<file path="src/rtl/snow64_pipe_stage_if_id_queued.sv">
// IF/ID stage with a prefetch queue that feeds an external combinational decoder.
// Optional perf counters are enabled by defining SNOW64_IF_ID_PERF_COUNTERS_EN.
module snow64_pipe_stage_if_id_queued #(
    parameter int FETCH_QUEUE_DEPTH = 4,
    parameter int ADDR_WIDTH        = 64,
    parameter int INSTR_WIDTH       = 32
) (
    input  logic                   clk,
    input  logic                   rst,
    output logic                   out_icache_req_valid,
    output logic [ADDR_WIDTH-1:0]  out_icache_req_addr,
    input  logic                   in_icache_rsp_valid,
    input  logic [INSTR_WIDTH-1:0] in_icache_rsp_instr,
    output logic [INSTR_WIDTH-1:0] out_head_instr,
    input  logic [1:0]             in_dec_group,
    input  logic                   in_dec_nop,
    input  logic                   in_ex_stall,
    input  logic [ADDR_WIDTH-1:0]  in_ex_computed_pc,
    input  logic                   in_wb_stall,
    output logic                   out_ex_valid,
    output logic [INSTR_WIDTH-1:0] out_ex_instr,
    output logic [ADDR_WIDTH-1:0]  out_ex_pc,
    output logic [31:0]            out_perf_issued,
    output logic [31:0]            out_perf_bubbles
);

    localparam int PTR_W = $clog2(FETCH_QUEUE_DEPTH);
    localparam int CNT_W = PTR_W + 1;
    localparam logic [ADDR_WIDTH-1:0] STEP  = ADDR_WIDTH'(INSTR_WIDTH / 8);
    localparam logic [CNT_W-1:0]      DEPTH = CNT_W'(FETCH_QUEUE_DEPTH);

    typedef enum logic [1:0] {
        ST_RUN      = 2'd0,
        ST_REDIRECT = 2'd1,
        ST_LDST0    = 2'd2,
        ST_LDST1    = 2'd3
    } state_t;

    state_t                 state_q, state_d;
    logic [ADDR_WIDTH-1:0]  fetch_pc_q, fetch_pc_d;
    logic [PTR_W-1:0]       rd_ptr_q, rd_ptr_d, wr_ptr_q, wr_ptr_d;
    logic [CNT_W-1:0]       count_q, count_d;
    logic                   ex_valid_q, ex_valid_d;
    logic [INSTR_WIDTH-1:0] ex_instr_q, ex_instr_d;
    logic [ADDR_WIDTH-1:0]  ex_pc_q, ex_pc_d;

    logic [ADDR_WIDTH-1:0]  q_pc_q    [FETCH_QUEUE_DEPTH];
    logic [INSTR_WIDTH-1:0] q_instr_q [FETCH_QUEUE_DEPTH];

    logic                   push, pop, flush, head_valid;
    logic [ADDR_WIDTH-1:0]  head_pc;
    logic [INSTR_WIDTH-1:0] head_instr;

    assign head_valid = (count_q != '0);
    assign head_pc    = q_pc_q[rd_ptr_q];
    assign head_instr = q_instr_q[rd_ptr_q];
    assign out_head_instr = head_instr;

    // Fullness is judged on the registered count, so a same-cycle pop never frees a slot.
    assign out_icache_req_valid = (state_q == ST_REDIRECT) || (count_q < DEPTH);
    assign out_icache_req_addr  = (state_q == ST_REDIRECT) ? in_ex_computed_pc : fetch_pc_q;

    always_comb begin
        state_d    = state_q;
        fetch_pc_d = fetch_pc_q;
        rd_ptr_d   = rd_ptr_q;
        wr_ptr_d   = wr_ptr_q;
        count_d    = count_q;
        ex_valid_d = ex_valid_q;
        ex_instr_d = ex_instr_q;
        ex_pc_d    = ex_pc_q;
        pop        = 1'b0;
        flush      = 1'b0;
        push       = 1'b0;

        case (state_q)
            ST_RUN: begin
                if (!in_ex_stall) begin
                    if (!head_valid || in_dec_nop) begin
                        ex_valid_d = 1'b0;
                        ex_instr_d = '0;
                        pop        = head_valid;
                    end else begin
                        ex_valid_d = 1'b1;
                        ex_instr_d = head_instr;
                        ex_pc_d    = head_pc;
                        case (in_dec_group)
                            2'd1: begin
                                ex_pc_d = head_pc + STEP;
                                flush   = 1'b1;
                                state_d = ST_REDIRECT;
                            end
                            2'd2, 2'd3: begin
                                pop     = 1'b1;
                                state_d = ST_LDST0;
                            end
                            default: pop = 1'b1;
                        endcase
                    end
                end
            end
            ST_REDIRECT: begin
                ex_valid_d = 1'b0;
                ex_instr_d = '0;
                fetch_pc_d = in_ex_computed_pc;
                state_d    = ST_RUN;
            end
            ST_LDST0: begin
                ex_valid_d = 1'b0;
                ex_instr_d = '0;
                state_d    = ST_LDST1;
            end
            ST_LDST1: begin
                ex_valid_d = 1'b0;
                ex_instr_d = '0;
                if (!in_wb_stall) state_d = ST_RUN;
            end
            default: state_d = ST_RUN;
        endcase

        // The redirect-cycle response belongs to the new target and is dropped.
        push = (state_q != ST_REDIRECT) && out_icache_req_valid && in_icache_rsp_valid && !flush;
        if (push) begin
            fetch_pc_d = fetch_pc_q + STEP;
            wr_ptr_d   = wr_ptr_q + 1'b1;
        end
        if (pop) rd_ptr_d = rd_ptr_q + 1'b1;
        if (flush) begin
            rd_ptr_d = wr_ptr_q;
            count_d  = '0;
        end else begin
            count_d = count_q + CNT_W'(push) - CNT_W'(pop);
        end
    end

    always_ff @(posedge clk) begin
        if (rst) begin
            state_q    <= ST_RUN;
            fetch_pc_q <= '0;
            rd_ptr_q   <= '0;
            wr_ptr_q   <= '0;
            count_q    <= '0;
            ex_valid_q <= 1'b0;
            ex_instr_q <= '0;
            ex_pc_q    <= '0;
        end else begin
            state_q    <= state_d;
            fetch_pc_q <= fetch_pc_d;
            rd_ptr_q   <= rd_ptr_d;
            wr_ptr_q   <= wr_ptr_d;
            count_q    <= count_d;
            ex_valid_q <= ex_valid_d;
            ex_instr_q <= ex_instr_d;
            ex_pc_q    <= ex_pc_d;
        end
    end

    always_ff @(posedge clk) begin
        if (push) begin
            q_pc_q[wr_ptr_q]    <= fetch_pc_q;
            q_instr_q[wr_ptr_q] <= in_icache_rsp_instr;
        end
    end

    assign out_ex_valid = ex_valid_q;
    assign out_ex_instr = ex_instr_q;
    assign out_ex_pc    = ex_pc_q;

`ifdef SNOW64_IF_ID_PERF_COUNTERS_EN
    logic [31:0] perf_issued_q, perf_bubbles_q;
    logic        perf_issue, perf_bubble;

    // Bubbles are only charged when EX was ready to accept an instruction.
    assign perf_issue  = (state_q == ST_RUN) && !in_ex_stall && head_valid && !in_dec_nop;
    assign perf_bubble = !in_ex_stall && ((state_q != ST_RUN) || !head_valid || in_dec_nop);

    always_ff @(posedge clk) begin
        if (rst) begin
            perf_issued_q  <= '0;
            perf_bubbles_q <= '0;
        end else begin
            if (perf_issue)  perf_issued_q  <= perf_issued_q + 32'd1;
            if (perf_bubble) perf_bubbles_q <= perf_bubbles_q + 32'd1;
        end
    end

    assign out_perf_issued  = perf_issued_q;
    assign out_perf_bubbles = perf_bubbles_q;
`else
    assign out_perf_issued  = '0;
    assign out_perf_bubbles = '0;
`endif

endmodule

</file>
<file path="config.mk">
export PLATFORM = sky130hd
export DESIGN_NAME = snow64_pipe_stage_if_id_queued
export DESIGN_NICKNAME = d
export VERILOG_FILES = /design/src/rtl/snow64_pipe_stage_if_id_queued.sv
export SDC_FILE = /design/constraint.sdc
export NUM_CORES = 1
export LEC_CHECK = 0
export BUFFER_PORTS_ARGS = -buffer_cell sky130_fd_sc_hd__buf_4
export CAP_MARGIN = 30
export CORE_UTILIZATION = 45
export CTS_BUF_LIST = sky130_fd_sc_hd__clkbuf_16
export DETAILED_ROUTE_END_ITERATION = 10
export GPL_TIMING_DRIVEN = 0
export PLACE_DENSITY = 0.65
export SLEW_MARGIN = 10
export SYNTH_ARGS = -nofsm -noshare
export SYNTH_HDL_FRONTEND = slang
export SYNTH_SLANG_ARGS = --single-unit
</file>
<file path="constraint.sdc">
create_clock -name clk -period 6.8 [get_ports clk]
set_input_delay 0.68 -clock clk [delete_from_list [all_inputs] [get_ports clk]]
set_output_delay 0.68 -clock clk [all_outputs]
set_load 0.01 [all_outputs]
</file>
# Word level (Yosys, flattened, before mapping)
# Memory sizes are Yosys's and may differ from the RTL's. A register that Yosys moved wholly into a read port is not among the register bits.
# Index checks and enable logic that the tools add are counted.
# word_totals
regBits,170
ram_bits,384
inputBits,104
out_inout_bits,258
wordCells,75
n_memories,2
# op_classes
addsub,6
n_lt_le_gt_ge,1
eq_ne,11
n_mux,30
n_bitwise,2
reduce_logical,15
# memory_table
memory,depth,word_bits,read_ports,rd_clocked_by_memory_dff,wr,line_no,text
q_pc_q,4,64,1,1,1,47,logic [ADDR_WIDTH-1:0] q_pc_q [FETCH_QUEUE_DEPTH];
q_instr_q,4,32,1,1,1,48,logic [INSTR_WIDTH-1:0] q_instr_q [FETCH_QUEUE_DEPTH];
# op_table
op,count
$mux 64,3
$add 64x3->64 const B,2
$mux 32,2
$pmux 32 s2,1
$mux 2,9
$mux 1,12
$eq 2x2->1 const B,4
$pmux 2 s4,1
$ne 2x2->1 const B,3
$add 2x1->2 const B,2
$eq 2x1->1 const B,2
$pmux 2 s2,1
$reduce_and 4->1,1
$reduce_or 2->1,2
$add 3x1->3,1
$logic_and 1x1->1,3
$lt 3x3->1 const B,1
$ne 3x1->1 const B,1
$reduce_and 3->1,1
$reduce_bool 3->1,1
$reduce_or 3->1,1
$sub 3x1->3,1
$logic_not 1->1,2
$logic_not 2->1,1
other kinds (5),7

# Logic depth before layout (Yosys ltp)
# logic_depth
depth_word,10
ltp_mapped,13
mapped_depth_nobuf,11

# Worst setup path after synthesis
# OpenSTA, ideal clock, no wires.
# synth_path
path_kind,input -> register
start,input in_ex_stall
end,memory q_instr_q[0][0] (enable)
setup_time_ns,0.466
arrival_time_ns,4.285
required_ns,6.334
slack_ns,2.050
stages,7
path_buffers,3
cell_sequence,or3_1 -> nor4_1 -> nor4b_1 -> clkbuf_1 -> clkbuf_1 -> clkbuf_1 -> and2_1
# synth_between
elab_chain_cells,6
# synth_rtl
item,line_no,text
"start, declared",17,"input logic in_ex_stall,"
$mux 1,78,if (!in_ex_stall) begin
$mux 1,76,case (state_q)
$logic_not 1->1,122,push = (state_q != ST_REDIRECT) && out_icache_req_valid && in_icache_rsp_valid && !flush;
$logic_and 1x1->1,122,
$mux 1,159,if (push) begin
$mux 1 (implied by the code),161,q_instr_q[wr_ptr_q] <= in_icache_rsp_instr;
"end, declared",48,
# Every way passes these cells.

# Final worst setup path
# layout_path
start,register count_q[2]
end,memory q_instr_q[0][3] (enable)
# layout_between
elab_chain_cells,10
elab_cells_between_ends,14
classes_between,order compare: 1; mux: 5; reduce/logical: 8
# layout_rtl
item,line_no,text
"start, declared",42,"logic [CNT_W-1:0] count_q, count_d;"
"start signal, assigned",151,count_q <= count_d;
$reduce_bool 3->1,54,assign head_valid = (count_q != '0);
$logic_not 1->1,79,if (!head_valid || in_dec_nop) begin
$logic_or 1x1->1,79,
$mux 1,79,
$mux 1,78,
$mux 1,76,
$logic_not 1->1,122,
$logic_and 1x1->1 (*),122,
$mux 1 (*),159,
$mux 1 (implied by the code) (*),161,
# Every way passes the cells marked *; elsewhere a longest branch is shown, timed or not.

==> out/results.ini <==
[hold_path]
hp-class=in2reg

[clock_network]
root_buffer=clkbuf_16
cts_sinks=556
clk_pin_slew_worst_paths_ns=0.06
cts_buffer_depth=3
postCtsSetupBuffers=0
clkLatencyLatePin_ns=0.60
numCtsBuffers=57
cts_tree=done
cts_resized=0
postCtsHoldBufs=0
cts_max_level=2

[global_route]
grt_pass1_vias=15710
grt-ovfl-total=0
grt_max_degree=50
grt_pass1_wl_um=95600
antenna_found_initial=3
track_usage_pct=23.8

[floorplan]
die_h_um=232
die_x_um=232
start_util_pct=45.5
die-area_um2=54000
io_pins=362
rows=84
core_um2=52600

[synth]
yosysTopAreaCell=edfxtp_1
synth-async-reset-ratio_pct=0
ys_warn_count=0
synth_ff_type=edfxtp_1
yosysSeqAreaShare_pct=62.6
yosys-top-cells-count=edfxtp_1 (384), dfxtp_1 (172), nor2_1 (171)
synth_edf_count=384
netlist_area_um2=23900
syn_inst=1685
synth_top_area_share_pct=48.2
ys_types=60
synth.most_common_cell=edfxtp_1
ys_ff_latch=556
synth_area_per_cell_um2=14.2
synthTopCellsByArea=edfxtp_1 (48%), dfxtp_1 (14%), mux4_2 (6.2%), mux4_1 (3.3%), a211oi_1 (3.2%)

[critical_path]
worstPathRequired_ns=7.07
critPathMaxFanout=49
criticalPathCategory=reg2reg
endpoint_kind=flop
slowest_stage=and2_4
rrSetupSlack_ns=1.74
crit_path_start_kind=flop
arrival_ns=5.32
path_buf_inv=4
max_stage_delay_ns=0.81
crit_top_cell=clkbuf_1
cp_cell_sequence=nor3_1 -> nor4_1 -> nor4b_1 -> clkbuf_1 -> clkbuf_1 -> clkbuf_1 -> and2_4 -> buf_16
critPathTopFamily=buffers and inverters

[routing]
antenna_left=0
drt_wl_total_um=64800
vias_per_cell=5.64
via_count=16064
drtIter0Drc=1295
first_pass_iters=5
avgRoutedWirePerCell_um=22.7
route.detailed.drc=0

[final_layout]
utilization_pct=55.7
multi_input_area_um2=8160
register_area_um2=15000
area_growth_pct=22.5
fill_cells=4382
drive_gt1_share_pct=28.5
nets=2225

[place]
gp_congestion=0.844
dp_hpwl_um=46500
numPortBuffers=296
dp_slack_ns=1.47

[timing]
slew_viol_final=0
skew_ns=0.0149
post-route-worst-setup-slack_ns=1.74
slew_headroom_pct=29.6
timing.final.crit_share_pct=74.4
fin_crit_ns=5.06
finalSetupViolations=0
fmax_mhz=198
rsz0062_at_grt=no
hold_viol=0
worst_pin_slew_ns=1.06

[power]
peakVddDrop_mv=0.207
powerDensity_nw_per_um2=361
power_mw=10.6
power.leakage_nw=10.5

[run]
drv_cap=0

[run_status]
status=finished clean

-- area by class of cell --
type / count / share of cell area [%]
well taps: 688 / 2.94
repair buffers: 305 / 8.11
plain buffers: 161 / 3.23
multi-input cells: 1012 / 27.8
flip-flops and latches: 556 / 51.1
inverters: 19 / 0.243
clock buffers: 59 / 5.04
diodes: 1 / 0.00854
clock inverters: 48 / 1.45
-- placed cells by master, fill, tap and decap left out, types with 4 or more instances in the layout --
cell / synthesis / routed
inv_1: 19 / 28
mux4_1: 30 / 30
and3_1: 29 / 29
o21ai_0: 26 / 26
and4_1: 33 / 33
nand4_1: 30 / 30
nor4_1: 48 / 48
clkinv_1: 0 / 11
buf_4: 69 / 365
nor2_1: 171 / 171
buf_6: 4 / 4
clkbuf_16: 0 / 59
nor2b_1: 4 / 4
nor3b_1: 6 / 6
edfxtp_1: 384 / 384
buf_16: 0 / 4
and2_4: 0 / 4
a311oi_1: 16 / 16
nand2_1: 57 / 57
mux2_2: 56 / 56
bufinv_16: 0 / 7
clkinv_2: 0 / 13
ha_1: 8 / 8
a21oi_1: 12 / 12
a211oi_1: 101 / 101
clkbuf_1: 76 / 76
dfxtp_1: 172 / 172
and2_1: 17 / 13
nor3_1: 26 / 26
nand3_1: 36 / 36
or3_1: 17 / 17
xor2_1: 27 / 27
a31oi_1: 4 / 4
nand4_2: 4 / 4
xnor2_1: 58 / 58
a22oi_1: 32 / 32
mux4_2: 66 / 66
buf_2: 7 / 9
conb_1: 1 / 64
-- routing by layer --
layer,routed length [µm],track usage [%]
met1,27100,31.5
met2,31700,39.9
met3,4280,3.71
met4,1650,7.70
met5,13,0
-- path summary, 6_finish.rpt --
check | startpoint | end | cells after the start
worst max-delay path | count_q[2] | q_instr_q[0][3] | 8
worst min-delay path | in_icache_rsp_instr[23] | q_instr_q[3][23] | 1
worst min register to register | out_ex_instr[23] | out_ex_instr[23] | 2
worst max register to register | count_q[2] | q_instr_q[0][3] | 8
-- worst reg2reg max path: cells and delay by family, from the launching register on --
family,cells,cell delay [ns]
buffers and inverters,4,2.60
AND/OR/NAND/NOR,4,1.75
flip-flops,1,0.34
-- kinds of logic after synthesis --
family,after synthesis,synth area share [%]
DFF,556,62.6
and+or+nand+nor,500,11.2
AOI/OAI and AO/OA,201,6.03
buffers and inverters,180,4.26
muxes,153,12.2
xor gates and xnor gates,85,3.11
adders and majority gates,9,0.503
other,1,0.0157
-- sequential cells by signal (all words and copies together) (netlist names), named ones only --
| signal | flops |
|---|---|
| q_pc_q | 256 |
| q_instr_q | 128 |
| fetch_pc_q | 64 |
| out_ex_pc | 64 |
| out_ex_instr | 32 |
| count_q | 3 |
| rd_ptr_q | 2 |
| state_q | 2 |
| wr_ptr_q | 2 |
| out_ex_valid | 1 |
-- metrics by stage --
step	hold WS, ns	std cells	TNS [ns]	area [µm²]
after floorplan	0.456	1748	0	24100
after global placement	0.465	2732	-625.26	27200
after detailed placement	0.485	2741	0	27400
after CTS	0.246	2848	0	29300
after global routing	0.259	2848	0	29300
final	0.280	2849	0	29300
-- power breakdown --
group          total, mW  switching (mW)  internal [mW]
sequential          4.48           0.318           4.16
clock               3.14            1.30           1.84
combinational       2.94            1.63           1.31
Note: power is estimated with default switching activity, not from simulation.
